File: config.mk
export PLATFORM = sky130hd
export DESIGN_NAME = io_predication_multi_flat
export DESIGN_NICKNAME = d
export VERILOG_FILES = /design/src/rtl/io_predication_multi_if.sv /design/src/rtl/io_predication_multi.sv /design/src/flat_wrapper.sv
export SDC_FILE = /design/constraint.sdc
export NUM_CORES = 1
export LEC_CHECK = 0
export ABC_AREA = 0
export BUFFER_PORTS_ARGS = -buffer_cell sky130_fd_sc_hd__buf_2
export CAP_MARGIN = 40
export CORE_MARGIN = 2
export CORE_UTILIZATION = 50
export DETAILED_ROUTE_END_ITERATION = 16
export PLACE_DENSITY = 0.8
export SLEW_MARGIN = 40
export SYNTH_ARGS = -nofsm -noshare
export SYNTH_HDL_FRONTEND = slang
export SYNTH_SLANG_ARGS = --single-unit
File: constraint.sdc
create_clock -name clock -period 2.6 [get_ports clock]
set_clock_uncertainty 0.05 [all_clocks]
set_input_delay 0.39 -clock clock [delete_from_list [all_inputs] [get_ports clock]]
set_output_delay 0.39 -clock clock [all_outputs]
set_load 0.02 [all_outputs]
File: src/rtl/io_predication_multi_if.sv
// Bus bundle for the I/O predication block: stage-0 operand addresses,
// per-port empty/full flags, predication results and timeout control.
interface io_predication_multi_if #(
    parameter int MEM_COUNT    = 2,
    parameter int ADDR_WIDTH   = 10,
    parameter int PORT_COUNT   = 8,
    parameter int THREAD_COUNT = 8,
    parameter int THREAD_WIDTH = 3
);
    logic [THREAD_WIDTH-1:0]          thread_id;
    logic [MEM_COUNT-1:0]             read_enable;
    logic [MEM_COUNT*ADDR_WIDTH-1:0]  read_addr;
    logic [MEM_COUNT-1:0]             write_enable;
    logic [MEM_COUNT*ADDR_WIDTH-1:0]  write_addr;
    logic [MEM_COUNT*PORT_COUNT-1:0]  read_EF;
    logic [MEM_COUNT*PORT_COUNT-1:0]  write_EF;
    logic [MEM_COUNT*PORT_COUNT-1:0]  io_rden;
    logic [MEM_COUNT*PORT_COUNT-1:0]  io_wren;
    logic [MEM_COUNT-1:0]             read_addr_is_IO;
    logic [MEM_COUNT-1:0]             write_addr_is_IO;
    logic                             IO_ready;
    logic [THREAD_COUNT-1:0]          timeout;
    logic [THREAD_COUNT-1:0]          timeout_clear;

    // Instruction-issue side: drives addresses, flags and timeout clears.
    modport master (
        output thread_id, read_enable, read_addr, write_enable, write_addr,
               read_EF, write_EF, timeout_clear,
        input  io_rden, io_wren, read_addr_is_IO, write_addr_is_IO,
               IO_ready, timeout
    );

    // Predication block side.
    modport slave (
        input  thread_id, read_enable, read_addr, write_enable, write_addr,
               read_EF, write_EF, timeout_clear,
        output io_rden, io_wren, read_addr_is_IO, write_addr_is_IO,
               IO_ready, timeout
    );
endinterface

File: src/rtl/io_predication_multi.sv
// Multi-memory I/O predication: decodes each memory's read/write address
// against the I/O window, registers the decode one stage, then masks the
// port empty/full flags into a single IO_ready (annul) and gated strobes.
// Per-thread consecutive-annul counters raise a sticky timeout flag.
module io_predication_multi #(
    parameter int MEM_COUNT      = 2,
    parameter int ADDR_WIDTH     = 10,
    parameter int PORT_COUNT     = 8,
    parameter int PORT_BASE_ADDR = 1016,
    parameter int THREAD_COUNT   = 8,
    parameter int THREAD_WIDTH   = 3,
    parameter int TIMEOUT_LIMIT  = 16,
    parameter int COUNT_WIDTH    = 5
) (
    input  logic                  clock,
    input  logic                  clear,
    io_predication_multi_if.slave bus
);
    localparam int IDX_WIDTH = (PORT_COUNT > 1) ? $clog2(PORT_COUNT) : 1;

    function automatic logic in_window(input logic [ADDR_WIDTH-1:0] addr);
        int a;
        a = 32'(addr);
        return (a >= PORT_BASE_ADDR) && (a < PORT_BASE_ADDR + PORT_COUNT);
    endfunction

    function automatic logic [IDX_WIDTH-1:0] port_index(input logic [ADDR_WIDTH-1:0] addr);
        logic [ADDR_WIDTH-1:0] diff;
        diff = addr - ADDR_WIDTH'(PORT_BASE_ADDR);
        return diff[IDX_WIDTH-1:0];
    endfunction

    function automatic logic [COUNT_WIDTH-1:0] sat_inc(input logic [COUNT_WIDTH-1:0] cnt);
        return (&cnt) ? cnt : cnt + 1'b1;
    endfunction

    // Compared unsaturated so a counter already pinned at max never re-fires.
    function automatic logic hits_limit(input logic [COUNT_WIDTH-1:0] cnt);
        return ({1'b0, cnt} + 1'b1) == (COUNT_WIDTH+1)'(TIMEOUT_LIMIT);
    endfunction

    logic [MEM_COUNT-1:0]    rd_io_p0, wr_io_p0;
    logic [IDX_WIDTH-1:0]    rd_idx_p0 [MEM_COUNT];
    logic [IDX_WIDTH-1:0]    wr_idx_p0 [MEM_COUNT];

    logic [MEM_COUNT-1:0]    rd_io_p1, wr_io_p1;
    logic [IDX_WIDTH-1:0]    rd_idx_p1 [MEM_COUNT];
    logic [IDX_WIDTH-1:0]    wr_idx_p1 [MEM_COUNT];
    logic [THREAD_WIDTH-1:0] thread_p1;

    logic                            ready_p1;
    logic [MEM_COUNT*PORT_COUNT-1:0] rden_p1, wren_p1;

    logic [COUNT_WIDTH-1:0]  annul_count [THREAD_COUNT];
    logic [THREAD_COUNT-1:0] timeout_flag;

    // Stage 0: window decode and port index per memory and direction.
    always_comb begin
        for (int m = 0; m < MEM_COUNT; m++) begin
            rd_io_p0[m]  = bus.read_enable[m]  && in_window(bus.read_addr[m*ADDR_WIDTH +: ADDR_WIDTH]);
            wr_io_p0[m]  = bus.write_enable[m] && in_window(bus.write_addr[m*ADDR_WIDTH +: ADDR_WIDTH]);
            rd_idx_p0[m] = port_index(bus.read_addr[m*ADDR_WIDTH +: ADDR_WIDTH]);
            wr_idx_p0[m] = port_index(bus.write_addr[m*ADDR_WIDTH +: ADDR_WIDTH]);
        end
    end

    // Stage 0 -> 1 register; clear flushes the slot so nothing is predicated.
    always_ff @(posedge clock) begin
        if (clear) begin
            rd_io_p1  <= '0;
            wr_io_p1  <= '0;
            thread_p1 <= '0;
            for (int m = 0; m < MEM_COUNT; m++) begin
                rd_idx_p1[m] <= '0;
                wr_idx_p1[m] <= '0;
            end
        end else begin
            rd_io_p1  <= rd_io_p0;
            wr_io_p1  <= wr_io_p0;
            thread_p1 <= bus.thread_id;
            for (int m = 0; m < MEM_COUNT; m++) begin
                rd_idx_p1[m] <= rd_idx_p0[m];
                wr_idx_p1[m] <= wr_idx_p0[m];
            end
        end
    end

    // Stage 1: mask EF flags into IO_ready, then gate one-hot strobes by it.
    always_comb begin
        ready_p1 = 1'b1;
        rden_p1  = '0;
        wren_p1  = '0;
        for (int m = 0; m < MEM_COUNT; m++) begin
            for (int p = 0; p < PORT_COUNT; p++) begin
                if (rd_io_p1[m] && rd_idx_p1[m] == IDX_WIDTH'(p) && !bus.read_EF[m*PORT_COUNT+p])
                    ready_p1 = 1'b0;
                if (wr_io_p1[m] && wr_idx_p1[m] == IDX_WIDTH'(p) && !bus.write_EF[m*PORT_COUNT+p])
                    ready_p1 = 1'b0;
            end
        end
        for (int m = 0; m < MEM_COUNT; m++) begin
            for (int p = 0; p < PORT_COUNT; p++) begin
                rden_p1[m*PORT_COUNT+p] = ready_p1 && rd_io_p1[m] && rd_idx_p1[m] == IDX_WIDTH'(p);
                wren_p1[m*PORT_COUNT+p] = ready_p1 && wr_io_p1[m] && wr_idx_p1[m] == IDX_WIDTH'(p);
            end
        end
    end

    // End of stage 1: per-thread annul counting; timeout_clear overrides the update.
    always_ff @(posedge clock) begin
        if (clear) begin
            timeout_flag <= '0;
            for (int t = 0; t < THREAD_COUNT; t++) annul_count[t] <= '0;
        end else begin
            for (int t = 0; t < THREAD_COUNT; t++) begin
                if (bus.timeout_clear[t]) begin
                    annul_count[t]  <= '0;
                    timeout_flag[t] <= 1'b0;
                end else if (thread_p1 == THREAD_WIDTH'(t)) begin
                    if (ready_p1) begin
                        annul_count[t] <= '0;
                    end else begin
                        annul_count[t] <= sat_inc(annul_count[t]);
                        if (hits_limit(annul_count[t])) timeout_flag[t] <= 1'b1;
                    end
                end
            end
        end
    end

    assign bus.read_addr_is_IO  = rd_io_p1;
    assign bus.write_addr_is_IO = wr_io_p1;
    assign bus.IO_ready         = ready_p1;
    assign bus.io_rden          = rden_p1;
    assign bus.io_wren          = wren_p1;
    assign bus.timeout          = timeout_flag;
endmodule
File: src/flat_wrapper.sv
// flat-port wrapper written by rule: the top's interface ports become plain ports
module io_predication_multi_flat 
#(
    parameter int MEM_COUNT      = 2,
    parameter int ADDR_WIDTH     = 10,
    parameter int PORT_COUNT     = 8,
    parameter int PORT_BASE_ADDR = 1016,
    parameter int THREAD_COUNT   = 8,
    parameter int THREAD_WIDTH   = 3,
    parameter int TIMEOUT_LIMIT  = 16,
    parameter int COUNT_WIDTH    = 5
)
  (clock, clear, bus_thread_id, bus_read_enable, bus_read_addr, bus_write_enable, bus_write_addr, bus_read_EF, bus_write_EF, bus_timeout_clear, bus_io_rden, bus_io_wren, bus_read_addr_is_IO, bus_write_addr_is_IO, bus_IO_ready, bus_timeout);
  io_predication_multi_if #(.MEM_COUNT(MEM_COUNT), .ADDR_WIDTH(ADDR_WIDTH), .PORT_COUNT(PORT_COUNT), .THREAD_COUNT(THREAD_COUNT), .THREAD_WIDTH(THREAD_WIDTH)) bus_i ();
  input  logic clock;
  input  logic clear;
  input wire logic [$bits(bus_i.thread_id)-1:0] bus_thread_id;
  input wire logic [$bits(bus_i.read_enable)-1:0] bus_read_enable;
  input wire logic [$bits(bus_i.read_addr)-1:0] bus_read_addr;
  input wire logic [$bits(bus_i.write_enable)-1:0] bus_write_enable;
  input wire logic [$bits(bus_i.write_addr)-1:0] bus_write_addr;
  input wire logic [$bits(bus_i.read_EF)-1:0] bus_read_EF;
  input wire logic [$bits(bus_i.write_EF)-1:0] bus_write_EF;
  input wire logic [$bits(bus_i.timeout_clear)-1:0] bus_timeout_clear;
  output wire logic [$bits(bus_i.io_rden)-1:0] bus_io_rden;
  output wire logic [$bits(bus_i.io_wren)-1:0] bus_io_wren;
  output wire logic [$bits(bus_i.read_addr_is_IO)-1:0] bus_read_addr_is_IO;
  output wire logic [$bits(bus_i.write_addr_is_IO)-1:0] bus_write_addr_is_IO;
  output wire logic [$bits(bus_i.IO_ready)-1:0] bus_IO_ready;
  output wire logic [$bits(bus_i.timeout)-1:0] bus_timeout;
  assign bus_i.thread_id = bus_thread_id;
  assign bus_i.read_enable = bus_read_enable;
  assign bus_i.read_addr = bus_read_addr;
  assign bus_i.write_enable = bus_write_enable;
  assign bus_i.write_addr = bus_write_addr;
  assign bus_i.read_EF = bus_read_EF;
  assign bus_i.write_EF = bus_write_EF;
  assign bus_i.timeout_clear = bus_timeout_clear;
  assign bus_io_rden = bus_i.io_rden;
  assign bus_io_wren = bus_i.io_wren;
  assign bus_read_addr_is_IO = bus_i.read_addr_is_IO;
  assign bus_write_addr_is_IO = bus_i.write_addr_is_IO;
  assign bus_IO_ready = bus_i.IO_ready;
  assign bus_timeout = bus_i.timeout;
  io_predication_multi #(.MEM_COUNT(MEM_COUNT), .ADDR_WIDTH(ADDR_WIDTH), .PORT_COUNT(PORT_COUNT), .PORT_BASE_ADDR(PORT_BASE_ADDR), .THREAD_COUNT(THREAD_COUNT), .THREAD_WIDTH(THREAD_WIDTH), .TIMEOUT_LIMIT(TIMEOUT_LIMIT), .COUNT_WIDTH(COUNT_WIDTH)) u_core (.clock(clock), .clear(clear), .bus(bus_i));
endmodule
Word level (Yosys, flattened, before mapping)

Memories as Yosys holds them, arrays and structs flattened.
Cells that the tools add are included.

Add/subtract/negate cells: 20
Multipliers: 0
Divide/modulo/power cells: 0
Magnitude comparators: 4
Eq/ne operators: 43
Shift-type cells: 0
Mux-type cells: 161
Bitwise logic cells: 29
Reductions and logical operators: 165

Operators by type and width:

| kind                                                               | count |
|---|---|
| 5-bit 2-to-1 mux                                                   | 32 |
| 1-bit 2-to-1 mux                                                   | 125 |
| 1-bit logical AND                                                  | 104 |
| 3-bit == test, second input constant                               | 20 |
| 5-bit by 1-bit adder with 6-bit output, second input constant      | 8 |
| 6-bit by 5-bit == test with 1-bit output, second input constant    | 8 |
| 5-bit by 1-bit adder with 5-bit output, second input constant      | 8 |
| 10-bit greater-or-equal comparator, second input constant          | 4 |
| 5-bit AND reduction                                                | 8 |
| 1-bit logical NOT                                                  | 32 |
| 3-bit by 2-bit == test with 1-bit output, second input constant    | 10 |
| 1-bit OR                                                           | 28 |
| 3-bit AND reduction                                                | 8 |
| 2-bit OR reduction                                                 | 8 |
| 3-bit by 1-bit == test with 1-bit output, second input constant    | 5 |
| 3-bit logical NOT                                                  | 5 |
| 3-bit 2-to-1 mux                                                   | 4 |
| 3-bit by 1-bit subtractor with 3-bit output, second input constant | 4 |
| 1-bit NOT                                                          | 1 |

Register bits after elaboration: 15
Latch bits: 0
Bits in writable memories: 52
Bits in read-only memories: 0
Input bits: 89
Output and inout port bits: 45
Logic and storage cells: 436
Memories: 3

Memories:

| memory             | depth | bits a word | read ports | clocked after Yosys merged registers in | write ports | line                       | text |
|---|---|---|---|---|---|---|---|
| u_core.annul_count | 8     | 5           | 8          | 0                                       | 8           | io_predication_multi.sv:54 | `logic [COUNT_WIDTH-1:0] annul_count [THREAD_COUNT];` |
| u_core.rd_idx_p1   | 2     | 3           | 2          | 0                                       | 2           | io_predication_multi.sv:47 | `logic [IDX_WIDTH-1:0] rd_idx_p1 [MEM_COUNT];` |
| u_core.wr_idx_p1   | 2     | 3           | 2          | 0                                       | 2           | io_predication_multi.sv:48 | `logic [IDX_WIDTH-1:0] wr_idx_p1 [MEM_COUNT];` |

Longest topological paths before layout

Gate-level depths: netlist (run 1).

Word-level depth: 42
Mapped depth: 9
Depth with buffers taken out: 7

Worst setup path after synthesis (run 1)

OpenSTA, ideal clock, no wires.

Path kind: flip-flop to output port
From: memory u_core.wr_idx_p1[0][1] (netlist name)
To: output port bus_io_rden[10]
Arrival time: 2076 ps
Required time: 2160 ps
Path slack: 84 ps
Cell stages (with the launch flop): 10
Path buffers: 3
Cells stage by stage: dfxtp_1 buf_4 or2b_2 a2bb2oi_1 nor2_1 o41ai_2 nand4_1 buf_4 buf_6 nor4_1

RTL lines:

| what        | line                       | text |
|---|---|---|
| from (decl) | io_predication_multi.sv:48 |  |
| to (decl)   | flat_wrapper.sv:25         | `output wire logic [$bits(bus_i.io_rden)-1:0] bus_io_rden;` |

==> metrics, run 1 <==
outcome=finished with violations; failing checks=setup timing; period utilization=114%; crit path max fanout=9; clock-pin slew on the worst setup and hold paths=0.08 ns; CP Data Required Time=2.16 ns; DIE AREA=0.00836 mm2; die width=91.5 um; Critical Path Start=u_core.wr_idx_p1[0][0]$_SDFF_PP0_; endpoints failing hold=0; vias in the first global route=3,665; TritonCTS Buffers=9; WL final=12,600 um; nets=633; vias=3,797; first-pass GRT wire length=17,200 um; CP endpoint=bus_io_wren[0]; utilization after layout=75.9%; Final GP Congestion=0.867; synth unique cells=41; I/O pin cnt=134; CORE AREA=0.00733 mm2; vias per cell=6.08; Power, Total=2.29 mW; setup tns final=-11.43 ns; CTS tree=done; Clock Latency Late Sink=0.35 ns; Initial Util=52.2%; commonest non-fill, non-tap cell in the layout=buf_2; sequential-to-total area share from yosys stat=45.5%; worst vdd ir=0.281 mV; Max Cap Violations=0; Synth Flop Type=edfxtp_1; # setup viols final=73; Final Non-Filler Cells=624; Post-Synthesis Cells=370; diode count=0; First-pass DRT Iterations=4; GRT Util Overall=25.9%; register bit total from synthesis=67; layout cells sized above 1=46.5%; H-tree Lvls=3; number of cell instances on the worst register-to-register path=9; Post-Syn Nets=483; CP Launch Type=register; crit path time final=2.97 ns; PwrDens=411 mW/mm2; Arr. time, crit path=2.53 ns; Max Slew Vio Count=0; Lkg Pwr=2.45 nW; Clock Path Buffers=2; Routed Antenna Nets=0; fin area=0.00556 mm2; placed cells=593; RSZ-0062 raised after global routing=yes; hold_buf cts=0; Crit Path Class=register to primary output; final setup margin=-0.371 ns; Reg-to-Reg End=u_core.annul_count[0][5]$_SDFFCE_PN0P_; initial antenna violation count=0; commonest non-fill, non-tap cells in the layout=101 x buf_2, 40 x edfxtp_1, 39 x and3_1; Overflow after GRT=0; Rows=31; Placement Setup Slack=0.0116 ns; Max Freq=0.337 GHz; CP Capture Type=primary output; I/O Buffers=133; HP Class=input pin to register; number of fill cells in the layout=438; FF-to-FF setup slack=-0.08 ns; Residual DRC=0; worst rel slew slack=49.4%; worst slew pin tran=0.751 ns; Post-DP Area=0.00461 mm2; root buf cell=clkbuf_8; drt wl/cell=20.2 um; worst r2r src=u_core.wr_idx_p1[0][0]$_SDFF_PP0_; number of synthesized flops with an enable pin=40; 1st-iter DRT viols=185; worst hold margin=0.187 ns; DP HPWL=7300 um; Sinks on Clock Net=67; chip height=91.5 um; Ys Warns=0; Layout area overhead=45.5%; Mean Syn Cell Area=10.3 um2; pin count of the biggest net entering global routing=47; asr flop ratio synth=0%; Mapped Area=0.00382 mm2
per-layer routing:
layer | part of all wire, % | global-route usage [%] | vias up
met5 | 0 | 0 | -
met4 | 4.7 | 11.5 | 0
met3 | 7.4 | 6.14 | 52
met2 | 50 | 45.7 | 225
met1 | 38 | 29.7 | 1814
li1 | - | - | 1706
flip-flops by register name (all words and copies together), names as in the netlist:
name,count
u_core.thread_p1,3
u_core.bus.timeout,8
u_core.bus.read_addr_is_IO,2
u_core.annul_count,40
u_core.wr_idx_p1,6
u_core.rd_idx_p1,6
u_core.bus.write_addr_is_IO,2
how the worst min path moves through the flow:
stage / startpoint / to / cells after the start
after global placement: u_core.bus.timeout[3]$_SDFFE_PP0P_ / u_core.bus.timeout[3]$_SDFFE_PP0P_ / 1
after CTS: bus_read_addr[0] / u_core.rd_idx_p1[0][0]$_SDFF_PP0_ / 2
after detailed placement: u_core.bus.timeout[2]$_SDFFE_PP0P_ / u_core.bus.timeout[2]$_SDFFE_PP0P_ / 1
after floorplan: bus_read_addr[8] / u_core.bus.read_addr_is_IO[0]$_SDFF_PP0_ / 2
after global routing: bus_write_addr[11] / u_core.wr_idx_p1[0][4]$_SDFF_PP0_ / 2
final: bus_read_addr[11] / u_core.rd_idx_p1[0][4]$_SDFF_PP0_ / 2
worst max-delay path: stages, from the launching register on:
cell and delay (ns):
dfxtp_2 0.36, or2b_4 0.22, a2bb2oi_2 0.18, nor2_1 0.09, o41ai_2 0.29, nand4_1 0.24
buf_6 0.22, buf_12 0.16, nor4_4 0.23, buf_4 0.19
timing repair:
action | 4_1_cts | 5_1_grt
endpoints found under the setup margin | 33 | 73
resized for setup | 78 | 64
pin swaps | 7 | 7
setup buffers | 8 | 6
cloned | 2 | 0
hold endpoints to repair | 0 | 0
kinds of logic after synthesis:
| logic type | after synthesis | synth area share (%) |
|---|---|---|
| AO/OA/AOI/OAI | 34 | 7.46 |
| XOR/XNOR | 16 | 3.66 |
| flip-flops | 67 | 45.5 |
| adder cells (fa/ha/maj) | 24 | 7.85 |
| AND/OR/NAND/NOR | 195 | 28.9 |
| buffers and inverters | 24 | 3.17 |
| multiplexers | 10 | 3.37 |
layout make-up:
cell class                 count  area [um2]  area share (%)
sequential                    67        1760            31.7
tap                           99         124            2.23
multi-input combinational    279        2390            43.0
inverter                       4        18.8           0.337
clock buffer                  11         151            2.72
timing repair buffer         159        1080            19.4
clock inverter                 5        36.3           0.652
synthesized netlist by cell type (6+ instances only):
| cell | number | area (um2) |
|---|---|---|
| a2111oi_0 | 7 | 61.3 |
| a31oi_1 | 8 | 50.1 |
| a32o_1 | 8 | 80.1 |
| and2_1 | 6 | 37.5 |
| and3_1 | 43 | 269 |
| buf_2 | 9 | 45.0 |
| clkbuf_1 | 6 | 22.5 |
| dfxtp_1 | 27 | 541 |
| edfxtp_1 | 40 | 1200 |
| ha_1 | 24 | 300 |
| nand2_1 | 24 | 90.1 |
| nand2b_1 | 6 | 37.5 |
| nand3_1 | 15 | 75.1 |
| nor2_1 | 16 | 60.1 |
| nor2b_1 | 18 | 113 |
| nor3_1 | 28 | 140 |
| nor3b_1 | 15 | 113 |
| nor4_1 | 12 | 75.1 |
| xnor2_1 | 10 | 87.6 |
| xor2_1 | 6 | 52.6 |
where the power goes:
group	total (mW)	switching [mW]	internal [mW]	leakage, nW
Clock	0.817	0.417	0.400	0.0958
Combinational	0.257	0.135	0.121	1.68
Sequential	1.21	0.0516	1.16	0.676
Total	2.29	0.604	1.68	2.45
No activity file was read; power rests on OpenSTA's default activity.
==> run 2: changes to the inputs <==
ABC_AREA = not set   (was 0)
REMOVE_ABC_BUFFERS = 1   (was not set)
==> run 2 against run 1 <==
Against the previous run:
- cell area decreased by 3.2%
- sequential cell count unchanged
- the run still ends with setup timing left
- register-to-register slack improved by 0.22 ns
- sequential share of layout area increased by 1.0 points
- first-iteration DRC count decreased by 8.6%
==> metrics, run 2 (synthesis gave the netlist of run 1 again) <==
RSZ-0062 raised after global routing=yes; 1st-iter DRT viols=169 (-8.6%); CP dominant cell by count=buf_6; WL final=10,700 um (-15%); chip height=91.5 um (unchanged); Internal=1.68 mW (-0.24%); Max Cap Violations=0 (unchanged); worst slew pin tran=0.750 ns (-0.00172 ns); failing checks=setup timing; Largest register FFs=40 (unchanged); Buf/Inv on CP=4 (+1); Final Non-Filler Cells=631 (+1.1%); Routed Antenna Nets=0 (unchanged); outcome=finished with violations; CP endpoint=bus_io_rden[0]; Seq pwr share=53.7% (+0.6 points); DP HPWL=7200 um (-1.4%); hold_buf cts=0 (unchanged); Final GP Congestion=0.841 (-3.0%); FF-to-FF setup slack=0.14 ns (+0.22 ns); commonest non-fill, non-tap cell in the layout=buf_2; CP Data Required Time=2.16 ns (about the same); period utilization=105% (-9.6 points); Sw Share=25.4% (-1.0 points); crit path time final=2.72 ns (-0.248 ns); CP peak stage delay=0.36 ns (about the same); worst rel slew slack=49.6% (+0.12 points); Lkg Pwr=2.45 nW (+0.15%); layout cells sized above 1=43.8% (-2.7 points); PwrDens=418 mW/mm2 (+1.6%); worst r2r src=u_core.wr_idx_p1[0][2]$_SDFF_PP0_; hold_sp=bus_read_addr[2]; Layout area overhead=40.9%; Power, Total=2.25 mW (-1.6%); Top Family by Delay on Critical Path=buffers and inverters; CTS tree=done; endpoints failing hold=0 (unchanged); Crit Path Class=register to primary output; commonest non-fill, non-tap cells in the layout=109 x buf_2, 42 x and3_1, 41 x buf_4; clock share of power=35.8% (about the same); metal2 WL=5730 um (-9.3%); drt wl/cell=17.0 um (-16%); DRT met1 WL=4090 um (-14%); die width=91.5 um (unchanged); nets=640 (+1.1%); Logic pwr share=10.5% (-0.7 points); setup tns final=-1.02 ns (+10.41 ns); vias=3,604 (-5.1%); GRT Util Overall=23.3% (-2.7 points); final setup margin=-0.122 ns (+0.248 ns); crit path max fanout=7 (-2); Placement Setup Slack=0.00270 ns (-0.00886 ns); pin count of the biggest net entering global routing=49 (+4.3%); worst vdd ir=0.278 mV (-0.91%); Sinks on Clock Net=67 (unchanged); Critical Path Start=u_core.wr_idx_p1[0][2]$_SDFF_PP0_; number of cell instances on the worst register-to-register path=7 (-2); Overflow after GRT=0 (unchanged); First-pass DRT Iterations=4 (unchanged); HP Class=input pin to register; H-tree Lvls=3 (unchanged); Worst path slowest cell=dfxtp_4; CORE AREA=0.00733 mm2 (unchanged); Max Slew Vio Count=0 (unchanged); initial antenna violation count=0 (unchanged); placed cells=598 (+0.84%); met3 WL=625 um (-33%); TritonCTS Buffers=9 (unchanged); vias per cell=5.71 (-6.1%); clock-pin slew on the worst setup and hold paths=0.07 ns (about the same); uppermost layer routed=met4; # setup viols final=18 (-75%); vias in the first global route=3,426 (-6.5%); Max Freq=0.367 GHz (+9.1%); I/O pin cnt=134 (unchanged); Initial Util=52.2% (unchanged); root buf cell=clkbuf_8; Rows=31 (unchanged); I/O Buffers=133 (unchanged); Stages on worst setup path=8 (-1); Clock Path Buffers=2 (unchanged); Largest Register=u_core.annul_count; worst hold margin=0.209 ns (+0.0219 ns); Sw Pwr=0.572 mW (-5.4%); crit path cell chain=buf_6 > nor3b_1 > o41ai_2 > nand4_1 > buf_6 > buf_4 > nor4_2 > buf_2; first-pass GRT wire length=15,500 um (-9.5%); Residual DRC=0 (unchanged); diode count=0 (unchanged); CP Capture Type=primary output; Arr. time, crit path=2.28 ns (-0.25 ns); DIE AREA=0.00836 mm2 (unchanged); Reg-to-Reg End=u_core.annul_count[0][12]$_SDFFCE_PN0P_; CP Launch Type=register; Clock Latency Late Sink=0.34 ns (about the same)
-- run 2: changes by cell type in the layout (fill, tap and decap cells not counted), sizes merged --
cell,before,now
clkbuf,11,14
buf,159,164
clkinv,3,2
-- run 2: layout make-up --
type	instances	area, um2
inverters	4	17.5
multi-input cells	279	2230
well taps	99	124
flip-flops and latches	67	1760
clock inverters	4	25.0
repair buffers	166	1070
fillers	499	1940
clock buffers	12	155
-- run 2: worst min path at each step --
stage | slack, ns | depth (start not counted) | to
detailed placement | 0.40 | 1 | u_core.bus.timeout[0]$_SDFFE_PP0P_
global route | 0.20 | 2 | u_core.rd_idx_p1[0][1]$_SDFF_PP0_
floorplan | 0.41 | 1 | u_core.rd_idx_p1[0][0]$_SDFF_PP0_
CTS | 0.20 | 2 | u_core.rd_idx_p1[0][2]$_SDFF_PP0_
finish | 0.21 | 2 | u_core.rd_idx_p1[0][2]$_SDFF_PP0_
global placement | 0.40 | 1 | u_core.bus.timeout[6]$_SDFFE_PP0P_
-- run 2: metal layers --
layer	vias to the layer above	track usage [%]
met1	1722	26.7
met3	27	4.23
met5	-	0
li1	1718	-
met4	0	10.7
met2	137	41.7
-- run 2: timing repair --
| item | in CTS | in global routing |
|---|---|---|
| buffers inserted | 6 | 10 |
| cloned | 0 | 2 |
| resized for setup | 21 | 81 |
| endpoints found under the setup margin | 33 | 53 |
| pin swaps | 2 | 5 |
-- run 2: power by group through the flow --
stage | combinational, mW | sequential [mW] | clock, mW
after global routing | 0.259 | 1.22 | 0.852
after global placement | 0.190 | 1.23 | 0
after detailed placement | 0.197 | 1.23 | 0
after CTS | 0.208 | 1.21 | 0.806
final | 0.237 | 1.21 | 0.805
after floorplan | 0.0905 | 1.22 | 0
-- run 2: worst reg2reg max path: cells and delay by family (launching register included) --
family,cells,cell delay [ns]
DFF,1,0.36
and+or+nand+nor,2,0.33
buffers and inverters,3,0.46
AOI/OAI and AO/OA,2,0.89
-- run 2: metrics by stage --
step                utilization (%)  area [um2]
floorplan                         -        3720
global placement               63.3        4640
detailed placement             63.3        4640
CTS                            67.6        4950
global route                   73.5        5390
finish                         73.5        5390
